$ cat config.mk
export PLATFORM = sky130hd
export DESIGN_NAME = data_sram_ctrl
export DESIGN_NICKNAME = d
export VERILOG_FILES = /design/src/rtl/data_sram_ctrl_pkg.sv /design/src/rtl/data_sram_ctrl.sv
export SDC_FILE = /design/constraint.sdc
export NUM_CORES = 1
export LEC_CHECK = 0
export ABC_CLOCK_PERIOD_IN_PS = 2570
export BUFFER_PORTS_ARGS = -buffer_cell sky130_fd_sc_hd__buf_2
export CORE_AREA = 3 3 108 110
export DETAILED_ROUTE_END_ITERATION = 10
export DIE_AREA = 0 0 111 113
export MAX_ROUTING_LAYER = met4
export RECOVER_POWER = 50
export SYNTH_ARGS = -nofsm -noshare
export SYNTH_HDL_FRONTEND = slang
export SYNTH_SLANG_ARGS = --single-unit
$ cat constraint.sdc
create_clock -name clk -period 2.57 [get_ports clk]
set_clock_uncertainty 0.05 [all_clocks]
set_input_delay 0.771 -clock clk [delete_from_list [all_inputs] [get_ports clk]]
set_output_delay 0.771 -clock clk [all_outputs]
set_load 0.02 [all_outputs]
$ cat src/rtl/data_sram_ctrl_pkg.sv
// Shared constants for the data-memory SRAM controller: FSM state encodings
// and the default SRAM address / byte-enable widths.
package data_sram_ctrl_pkg;

  typedef enum logic [1:0] {
    SramIdle  = 2'd0,
    SramRead  = 2'd1,
    SramWrite = 2'd2,
    SramDone  = 2'd3
  } sram_state_e;

  localparam int SramAddrWidth = 20;
  localparam int SramBeWidth   = 4;

  function automatic int max_int(input int a, input int b);
    return (a > b) ? a : b;
  endfunction

endpackage

$ cat src/rtl/data_sram_ctrl.sv
// Data-memory port responder driving an asynchronous 32-bit SRAM with programmable wait states.
// Optional one-entry read buffer enabled by defining SRAM_CTRL_RDBUF_EN.
//
// state      | meaning
// -----------+-----------------------------------------------------------
// SramIdle   | waiting for a request; strobes inactive
// SramRead   | ce_n/oe_n low, counting down RD_WAIT; data captured at count 1
// SramWrite  | ce_n/we_n low, counting down WR_WAIT
// SramDone   | stall released; write data still driven for hold time
module data_sram_ctrl
  import data_sram_ctrl_pkg::*;
#(
  parameter int ADDR_W  = SramAddrWidth,
  parameter int RD_WAIT = 2,
  parameter int WR_WAIT = 2
) (
  input  logic                   clk,
  input  logic                   rst,
  input  logic                   ram_en_i,
  input  logic                   ram_write_en_i,
  input  logic [31:0]            ram_addr_i,
  input  logic [31:0]            ram_data_i,
  input  logic [SramBeWidth-1:0] ram_select_i,
  output logic [31:0]            ram_data_o,
  output logic                   pause_mem_o,
  output logic [ADDR_W-1:0]      sram_addr_o,
  output logic [31:0]            sram_wdata_o,
  output logic                   sram_wdata_oe_o,
  input  logic [31:0]            sram_rdata_i,
  output logic                   sram_ce_n_o,
  output logic                   sram_oe_n_o,
  output logic                   sram_we_n_o,
  output logic [SramBeWidth-1:0] sram_be_n_o
);

  localparam int CNT_W = $clog2(max_int(RD_WAIT, WR_WAIT) + 1);

  sram_state_e state_q, state_d;
  logic [CNT_W-1:0]       cnt_q, cnt_d;
  logic [ADDR_W-1:0]      addr_q;
  logic                   wr_q;
  logic [31:0]            wdata_q;
  logic [SramBeWidth-1:0] sel_q;
  logic [31:0]            rdata_q;

  logic                   accept;
  logic                   rd_capture;
  logic                   hit;
  logic [31:0]            hit_data;
  logic [ADDR_W-1:0]      req_word;

  assign req_word = ram_addr_i[ADDR_W+1:2];

  // Byte-offset and above-range address bits never reach the SRAM.
  logic unused_addr_bits;
  assign unused_addr_bits = ^{ram_addr_i[31:ADDR_W+2], ram_addr_i[1:0]};

  always_ff @(posedge clk or negedge rst) begin
    if (!rst) begin
      state_q <= SramIdle;
      cnt_q   <= '0;
    end else begin
      state_q <= state_d;
      cnt_q   <= cnt_d;
    end
  end

  always_comb begin
    state_d    = state_q;
    cnt_d      = cnt_q;
    accept     = 1'b0;
    rd_capture = 1'b0;
    unique case (state_q)
      SramIdle: begin
        if (ram_en_i && !hit) begin
          accept = 1'b1;
          if (ram_write_en_i) begin
            state_d = SramWrite;
            cnt_d   = CNT_W'(WR_WAIT);
          end else begin
            state_d = SramRead;
            cnt_d   = CNT_W'(RD_WAIT);
          end
        end
      end
      SramRead: begin
        cnt_d = cnt_q - CNT_W'(1);
        if (cnt_q == CNT_W'(1)) begin
          rd_capture = 1'b1;
          state_d    = SramDone;
        end
      end
      SramWrite: begin
        cnt_d = cnt_q - CNT_W'(1);
        if (cnt_q == CNT_W'(1)) begin
          state_d = SramDone;
        end
      end
      SramDone: state_d = SramIdle;
      default:  state_d = SramIdle;
    endcase
  end

  // Strobes decode straight from the state register so an async reset drops them at once.
  always_comb begin
    pause_mem_o     = 1'b0;
    sram_ce_n_o     = 1'b1;
    sram_oe_n_o     = 1'b1;
    sram_we_n_o     = 1'b1;
    sram_be_n_o     = '1;
    sram_wdata_oe_o = 1'b0;
    unique case (state_q)
      SramIdle: pause_mem_o = ram_en_i && !hit;
      SramRead: begin
        pause_mem_o = 1'b1;
        sram_ce_n_o = 1'b0;
        sram_oe_n_o = 1'b0;
        sram_be_n_o = '0;
      end
      SramWrite: begin
        pause_mem_o     = 1'b1;
        sram_ce_n_o     = 1'b0;
        sram_we_n_o     = 1'b0;
        sram_be_n_o     = ~sel_q;
        sram_wdata_oe_o = 1'b1;
      end
      SramDone: sram_wdata_oe_o = wr_q;
      default: ;
    endcase
  end

  always_ff @(posedge clk or negedge rst) begin
    if (!rst) begin
      addr_q  <= '0;
      wr_q    <= 1'b0;
      wdata_q <= '0;
      sel_q   <= '0;
      rdata_q <= '0;
    end else begin
      if (accept) begin
        addr_q  <= req_word;
        wr_q    <= ram_write_en_i;
        wdata_q <= ram_data_i;
        sel_q   <= ram_select_i;
      end
      if (rd_capture) begin
        rdata_q <= sram_rdata_i;
      end else if (hit) begin
        rdata_q <= hit_data;
      end
    end
  end

  assign sram_addr_o  = addr_q;
  assign sram_wdata_o = wdata_q;
  assign ram_data_o   = hit ? hit_data : rdata_q;

`ifdef SRAM_CTRL_RDBUF_EN
  logic              buf_valid_q;
  logic [ADDR_W-1:0] buf_word_q;
  logic [31:0]       buf_data_q;
  logic [31:0]       buf_merged;
  logic              buf_match;

  assign buf_match = buf_valid_q && (buf_word_q == req_word);
  assign hit       = (state_q == SramIdle) && ram_en_i && !ram_write_en_i && buf_match;
  assign hit_data  = buf_data_q;

  always_comb begin
    buf_merged = buf_data_q;
    for (int b = 0; b < SramBeWidth; b++) begin
      if (ram_select_i[b]) buf_merged[8*b +: 8] = ram_data_i[8*b +: 8];
    end
  end

  // Stores to the buffered word are merged at acceptance so later hits stay coherent.
  always_ff @(posedge clk or negedge rst) begin
    if (!rst) begin
      buf_valid_q <= 1'b0;
      buf_word_q  <= '0;
      buf_data_q  <= '0;
    end else if (rd_capture) begin
      buf_valid_q <= 1'b1;
      buf_word_q  <= addr_q;
      buf_data_q  <= sram_rdata_i;
    end else if (accept && ram_write_en_i && buf_match) begin
      buf_data_q <= buf_merged;
    end
  end
`else
  assign hit      = 1'b0;
  assign hit_data = '0;
`endif

endmodule

==> reports/summary.log, run 1 <==
[yosys] library cell occupying the most area in the post-synthesis netlist dfrtp_1
[layout] area of all sequential standard cells 2330 sq um
[worst_hold_path] beginning of the worst hold path sram_wdata_o[3]
[power_and_ir_drop] Reg power frac 38.4%
[worst_setup_path] critical path, cell by cell inv_2 > ha_2 > nor2_2 > a21oi_1 > buf_2
[die] boundary pin count 197
[yosys] sequential share of the synthesized area 62.5%
[yosys] post-synthesis share of cell area spent on and, or, nand and nor gates 0.941%
[die] die area 12500 sq um
[clock_tree] CTS buffer count 9
[timing] final setup fails 0
[yosys] net count of the mapped netlist 341
[yosys] share of Yosys cell area claimed by the top area cell type 62.5%
[worst_setup_path] startpoint kind of the worst setup timing path register
[timing] Sum Neg Setup Slack 0 ps
[routing] detailed-router iteration count before antenna repair 3
[timing] Slew Limit Fails 0
[yosys] Post-Synthesis Cell Area 3720 sq um
[worst_setup_path] Crit Reg-Reg Startpoint state_q[0]
[worst_setup_path] maximum net fanout on the critical path 6
[job] count of maximum capacitance violations 0
[worst_setup_path] highest-delay cell along the critical path dfrtp_1
[yosys] number of instances in the synthesized netlist 229
[placement] placer congestion estimate 0.753
[yosys] multiplexer share of the synthesized area 29.6%
[power_and_ir_drop] Net Switching 2.71 mW
[layout] most frequent standard cell in the layout excluding fill and tap cells buf_2
[worst_setup_path] maximum single-stage delay on the critical path 430 ps
[die] Die X 111 um
[die] standard-cell row count 38
[yosys] flops & latches, synth 93
[timing] actual transition at the worst max-transition pin 1240 ps
[die] starting density of the core 34.5%
[routing] detail-routed net length per standard cell 14.0 um
[worst_setup_path] critical path start-end classification reg2out
[yosys] Yosys warnings 0
[worst_setup_path] crit path capture type primary output
[timing] post-route fraction of the period consumed by the critical path 92.8%
[layout] area of combinational cells with multiple inputs 1260 sq um
[timing] post-route setup slack 186 ps
[global_routing] antenna violations before repair 0
[layout] filler cell count in the final layout 1065
[power_and_ir_drop] Pleak 2.44 nW
[global_routing] pin count of the biggest net entering global routing 94
[routing] Detailed Route Iter0 Violations 43
[yosys] synthesized-area fraction occupied by adder cells 2.69%
[clock_tree] worst skew pair latency 350 ps
[global_routing] total track usage 13.3%
[worst_setup_path] last element of the critical path sram_be_n_o[1]
[timing] Max Clk Rate 419 MHz
[layout] Area growth syn-to-layout 31.7%
[yosys] count of different cell masters after synthesis 16
[clock_tree] Clk pin slew, worst setup/hold paths 90 ps
[routing] vias 2491
[power_and_ir_drop] Internal Dissipation 3.96 mW
[yosys] Area contributors post-synth dfrtp_1 (62%), mux2_2 (21%), mux2_4 (7.7%)
[routing] per-cell via count in the routed design 4.43
[worst_hold_path] class of the worst hold path reg2reg
[clock_tree] clock tree root buffer cell clkbuf_8
[timing] Hold Vio Cnt, Final 0
[power_and_ir_drop] part of the total power dissipated in combinational logic 48.5%
[yosys] average instance area after synthesis 16.3 sq um
[worst_setup_path] depth of the worst register-to-register path 5
[power_and_ir_drop] Max IR drop VDD 0.600 mV
[worst_setup_path] register-to-register setup slack 540 ps
[power_and_ir_drop] share of power burned in the clock network 13.0%
[yosys] largest family of logic cells by synthesized area multiplexers
[clock_tree] Longest Clk Path Bufs 2
[layout] count of inserted antenna diode cells 0
[clock_tree] H-Tree Depth 3
[layout] highest-count cells in the layout ignoring fill and taps buf_2 (182), dfrtp_1 (92), mux2_2 (70)
[die] die boundary height 113 um
[global_routing] global-route wire length before repair 13000 um
[placement] Setup WS pre-CTS 441 ps
[status] result of the run complete, no violations
[power_and_ir_drop] Sw Share 40.7%
[die] standard cell core area 10800 sq um
[timing] Final Critical Period 2380 ps
[yosys] Post-Synth XOR/XNOR Area 0%
[clock_tree] number of sinks on the clock net 93
[layout] count of nets after finishing 530
[worst_setup_path] Critical Path AT 1560 ps
[global_routing] via count of the first global-routing pass 2658
[clock_tree] TritonCTS clock tree done
[yosys] fraction of the mapped netlist area in compound gates 1.85%
[worst_setup_path] data required time of the worst path 1750 ps
[placement] half-perimeter wire length after placement 5780 um
[worst_setup_path] critical path launch point state_q[0]
[timing] setup repair after global routing missed its margin no
[routing] Total Wirelength 7870 um
[routing] Final ANT Viol Nets 0
[timing] Slew HR 17.5%
[placement] PortBufs 184
[power_and_ir_drop] PD cells 1360 nW/um^2
[layout] share of layout cells above drive strength 1 65.9%
[global_routing] GRT overflow 0
[routing] total DRC errors in the routed layout 0
[worst_setup_path] critical register-to-register path endpoint sram_addr_o[7]
[logic make-up (layout without fill, tap and decap cells)]
| logic type | after synthesis | after routing |
|---|---|---|
| AOI/OAI and AO/OA | 12 | 12 |
| DFF | 93 | 93 |
| and+or+nand+nor | 8 | 8 |
| buffers and inverters | 16 | 209 |
| muxes | 92 | 92 |
| adders and majority gates | 8 | 8 |
[layout make-up]
class                   count  area share, %
flip-flops and latches     93           47.5
inverters                   7          0.536
well taps                 140           3.57
repair buffers            187           19.3
multi-input cells         120           25.6
clock buffers              10           2.81
clock inverters             5          0.740
[state kept, by name, summed over array words and instances, names as in the netlist]
register and cells:
wr_q 1, sram_addr_o 20, state_q 2, ram_data_o 32
cnt_q 2, sel_q 4, sram_wdata_o 32
[synth_stat cells]
| master | count |
|---|---|
| dfrtp_1 | 93 |
| o21ai_0 | 3 |
| o31ai_1 | 1 |
| nor2b_1 | 1 |
| buf_2 | 6 |
| nand2_1 | 3 |
| mux2_2 | 70 |
| mux2i_1 | 3 |
| o41a_1 | 1 |
| nand2b_1 | 1 |
| ha_1 | 8 |
| nor2_1 | 3 |
| a21oi_1 | 7 |
| buf_6 | 3 |
| inv_1 | 7 |
| mux2_4 | 19 |
[metrics by stage]
stage / hold slack (ps) / util (%) / power, mW / cells / area [sq um]
after floorplan: 425 / - / 4.87 / 229 / 3720
after global placement: 432 / 44.6 / 5.94 / 547 / 4810
after detailed placement: 438 / 44.6 / 6.03 / 547 / 4810
after CTS: 424 / 46.2 / 6.93 / 562 / 4980
after global routing: 467 / 45.5 / 7.17 / 562 / 4910
final: 447 / 45.5 / 6.67 / 562 / 4910
[critical path, delay by kind of cell, from the launching register on]
kind | cells | cell delay, ps
adder cells (fa/ha/maj) | 1 | 260
buffers and inverters | 2 | 320
AND/OR/NAND/NOR | 1 | 70
AO/OA/AOI/OAI | 1 | 120
flip-flops | 1 | 430
[power by group through the flow]
stage | clock network [mW] | logic, mW | registers, mW
after detailed placement | 0 | 3.43 | 2.60
after global placement | 0 | 3.37 | 2.57
after floorplan | 0 | 1.43 | 3.44
final | 0.869 | 3.24 | 2.56
after global routing | 0.991 | 3.50 | 2.68
after CTS | 0.918 | 3.43 | 2.58
[how the worst min path moves through the flow]
stage                            to  slack, ps  cells past startpoint
floorplan                  cnt_q[0]        430                      0
global placement     ram_data_o[26]        430                      1
detailed placement  sram_wdata_o[2]        440                      1
CTS                  ram_data_o[11]        420                      2
global route        sram_wdata_o[2]        470                      1
finish              sram_wdata_o[3]        450                      1
[routing by layer]
layer	GRT usage (%)	wire, um	vias to the layer above
li1	-	-	1174
met3	4.76	641	10
met4	4.68	118	0
met5	-	0	-
met2	20.2	3900	104
met1	16.5	3210	1203
[repair_timing]
item,CTS,global route
gates resized for setup,0,6
hold buffers,0,0
hold endpoints to repair,0,0
setup endpoints to repair,0,5
setup buffers,0,0
Power figures use the tool's default switching activity.
==> run 2, diff against run 1 <==
--- a/config.mk
+++ b/config.mk
@@ -5,11 +5,12 @@
 export SDC_FILE = /design/constraint.sdc
 export NUM_CORES = 1
 export LEC_CHECK = 0
-export ABC_CLOCK_PERIOD_IN_PS = 2570
+export ABC_AREA = 1
+export ABC_CLOCK_PERIOD_IN_PS = 2800
 export BUFFER_PORTS_ARGS = -buffer_cell sky130_fd_sc_hd__buf_2
-export CORE_AREA = 3 3 108 110
+export CORE_AREA = 3 3 109 111
 export DETAILED_ROUTE_END_ITERATION = 10
-export DIE_AREA = 0 0 111 113
+export DIE_AREA = 0 0 112 114
 export MAX_ROUTING_LAYER = met4
 export RECOVER_POWER = 50
 export SYNTH_ARGS = -nofsm -noshare
==> constraint.sdc (replaced) <==
create_clock -name clk -period 2.8 [get_ports clk]
set_clock_uncertainty 0.05 [all_clocks]
set_input_delay 0.84 -clock clk [delete_from_list [all_inputs] [get_ports clk]]
set_output_delay 0.84 -clock clk [all_outputs]
set_load 0.02 [all_outputs]
==> run 2 against run 1 <==
  * Hold slack got worse by 25 ps
  * Highest routed layer unchanged
  * Global-route usage rose by 3.4 points
  * Critical path type unchanged
  * Die area rose by 1.8%
  * Sequential power fell by 8.2%
  * Worst setup slack improved by 12 ps
  * Critical path depth did not move
  * Largest cell class unchanged
  * First-iteration DRC count rose to 5.3 times the previous value
==> reports/summary.log, run 2 <==
[clock_tree] H-Tree Depth 3
[yosys] most frequent cell after synthesis nand2_1
[yosys] net count of the mapped netlist 553
[layout] final standard cell count with taps included and fillers excluded 761
[worst_setup_path] data required time of the worst path 1910 ps
[timing] Slew HR 23.7%
[yosys] number of instances in the synthesized netlist 441
[worst_setup_path] kind of cell adding the most delay to the critical path flip-flops
[yosys] flops & latches, synth 93
[yosys] sequential share of the synthesized area 60.5%
[layout] count of nets after finishing 726
[die] standard cell core area 10900 sq um
[clock_tree] worst skew pair latency 350 ps
[placement] instance area at placement 4890 sq um
[timing] final setup fails 0
[routing] Total Wirelength 10200 um
[die] die boundary height 114 um
[routing] Final ANT Viol Nets 0
[placement] half-perimeter wire length after placement 7010 um
[clock_tree] CTS buffer count 9
[clock_tree] number of setup buffers added after CTS 0
[die] Die X 112 um
[yosys] average instance area after synthesis 8.72 sq um
[yosys] share of Yosys cell area claimed by the top area cell type 60.5%
[worst_setup_path] critical path start-end classification reg2out
[worst_hold_path] class of the worst hold path reg2reg
[worst_hold_path] Worst Hold End sram_wdata_o[23]
[timing] Sum Neg Setup Slack 0 ps
[timing] post-route setup slack 198 ps
[worst_setup_path] critical path, cell by cell inv_1 > ha_1 > inv_1 > a21oi_1 > buf_2
[power_and_ir_drop] total power consumption of the routed design 6.48 mW
[global_routing] antenna violations before repair 2
[power_and_ir_drop] PD cells 1270 nW/um^2
[job] count of maximum capacitance violations 0
[routing] per-cell via count in the routed design 4.66
[placement] Setup WS pre-CTS 572 ps
[global_routing] pin count of the biggest net entering global routing 59
[layout] Area growth syn-to-layout 32.9%
[layout] area of all placed cells without fillers 5110 sq um
[global_routing] GRT overflow 0
[routing] detailed-router iteration count before antenna repair 4
[global_routing] global-route wire length before repair 16900 um
[worst_setup_path] crit-path most repeated cell inv_1
[yosys] EDFF count, synth 0
[layout] final core utilization 46.9%
[worst_setup_path] register-to-register setup slack 510 ps
[worst_setup_path] highest-delay cell along the critical path dfrtp_1
[timing] Hold Vio Cnt, Final 0
[worst_setup_path] depth of the worst register-to-register path 8
[worst_setup_path] maximum single-stage delay on the critical path 440 ps
[worst_setup_path] combined buffer and inverter count along the critical path 3
[yosys] Post-synth top flop dfrtp_1
[clock_tree] clock tree root buffer cell clkbuf_8
[placement] placer congestion estimate 0.795
[layout] filler cell count in the final layout 1098
[worst_setup_path] crit path capture type primary output
[worst_setup_path] critical register-to-register path endpoint state_q[0]
[yosys] library cell occupying the most area in the post-synthesis netlist dfrtp_1
[worst_setup_path] maximum net fanout on the critical path 5
[power_and_ir_drop] Max IR drop VDD 0.475 mV
[routing] total DRC errors in the routed layout 0
[clock_tree] Longest Clk Path Bufs 2
[die] boundary pin count 197
[yosys] count of different cell masters after synthesis 10
[worst_setup_path] startpoint kind of the worst setup timing path register
[yosys] Async S/R FF share, synth 100%
[yosys] Area contributors post-synth dfrtp_1 (61%), nand2_1 (19%), nand3_1 (12%)
[die] die area 12800 sq um
[clock_tree] number of sinks on the clock net 93
[clock_tree] TritonCTS clock tree done
[worst_hold_path] Cells on Worst Hold Path 2
[timing] Max Clk Rate 384 MHz
[clock_tree] number of buffers inserted by hold repair at cts 0
[layout] most frequent standard cell in the layout excluding fill and tap cells nand2_1
[yosys] most instantiated cells after synthesis nand2_1 (198), dfrtp_1 (93), nand3_1 (89)
[yosys] Post-Synthesis Cell Area 3850 sq um
[clock_tree] number of gates resized after cts 0
[global_routing] total track usage 16.7%
[worst_setup_path] Crit Reg-Reg Startpoint state_q[0]
[layout] share of layout cells above drive strength 1 33.0%
[die] starting density of the core 35.3%
[clock_tree] Clk pin slew, worst setup/hold paths 90 ps
[timing] Slew Limit Fails 0
[timing] actual transition at the worst max-transition pin 1140 ps
[routing] Detailed Route Iter0 Violations 228
[worst_hold_path] beginning of the worst hold path sram_wdata_o[23]
[worst_setup_path] Critical Path AT 1710 ps
[timing] post-route fraction of the period consumed by the critical path 92.9%
[timing] Post-Route Hold Slack 422 ps
[timing] setup repair after global routing missed its margin no
[yosys] Yosys warnings 0
[placement] PortBufs 184
[placement] dpl cells 743
[timing] Final Critical Period 2600 ps
[routing] vias 3546
[power_and_ir_drop] Pleak 2.95 nW
[die] standard-cell row count 38
[layout] highest-count cells in the layout ignoring fill and taps nand2_1 (197), buf_2 (179), dfrtp_1 (93)
[global_routing] via count of the first global-routing pass 3477
[status] result of the run complete, no violations
[routing] detail-routed net length per standard cell 13.5 um
==> run 2: cell count changes in the layout (fill, tap and decap cells not counted), sizes merged, moves of 2 or more <==
cell,change
a21oi,-5
bufinv,+3
clkbuf,+4
diode,+2
inv,+5
mux2,-89
mux2i,-3
nand2,+195
nand3,+89
o21ai,+4
==> run 2: layout make-up <==
type                       count  area [sq um]  share of cell area [%]
tap                          140           175                    3.43
multi-input combinational    306          1340                    26.3
timing repair buffer         191           963                    18.8
antenna                        2          5.00                  0.0979
sequential                    93          2330                    45.5
clock buffer                  10           138                    2.69
inverter                      13          48.8                   0.955
clock inverter                 6           110                    2.15
==> run 2: power breakdown <==
part	switching (mW)	total, mW	internal [mW]
clock	0.481	1.10	0.616
sequential	0.349	2.35	2.00
combinational	2.10	3.03	0.934
==> run 2: cell families (layout without fill, tap and decap cells) <==
| kind of cell | after synthesis | in the layout | synth area share [%] |
|---|---|---|---|
| and+or+nand+nor | 289 | 289 | 31.1 |
| DFF | 93 | 93 | 60.5 |
| buffers and inverters | 42 | 220 | 4.62 |
| AOI/OAI and AO/OA | 9 | 9 | 1.17 |
| adders and majority gates | 8 | 8 | 2.60 |
| other | 0 | 2 | 0 |
==> run 2: worst max-delay path by stage <==
stage	cells after the start	startpoint	end	slack (ps)
after floorplan	3	ram_en_i	pause_mem_o	430
after global placement	4	ram_en_i	pause_mem_o	610
after detailed placement	4	ram_en_i	pause_mem_o	570
after CTS	5	state_q[0]	pause_mem_o	170
after global routing	5	state_q[0]	pause_mem_o	60
final	5	state_q[0]	pause_mem_o	200
==> run 2: worst register-to-register path, stage by stage, from the launching register on <==
cell and delay, ps:
dfrtp_1 440, inv_1 150, ha_1 200, clkbuf_2 860
nand2_1 180, nand2_1 150, inv_1 60, nand2_1 60
nand2_1 50
==> run 2: metal layers <==
metal	GRT usage (%)	share of wire [%]	vias up
met5	-	0	-
li1	-	-	1743
met1	21.8	44	1651
met2	25.0	45	137
met4	6.49	1.9	0
met3	4.67	9.1	15
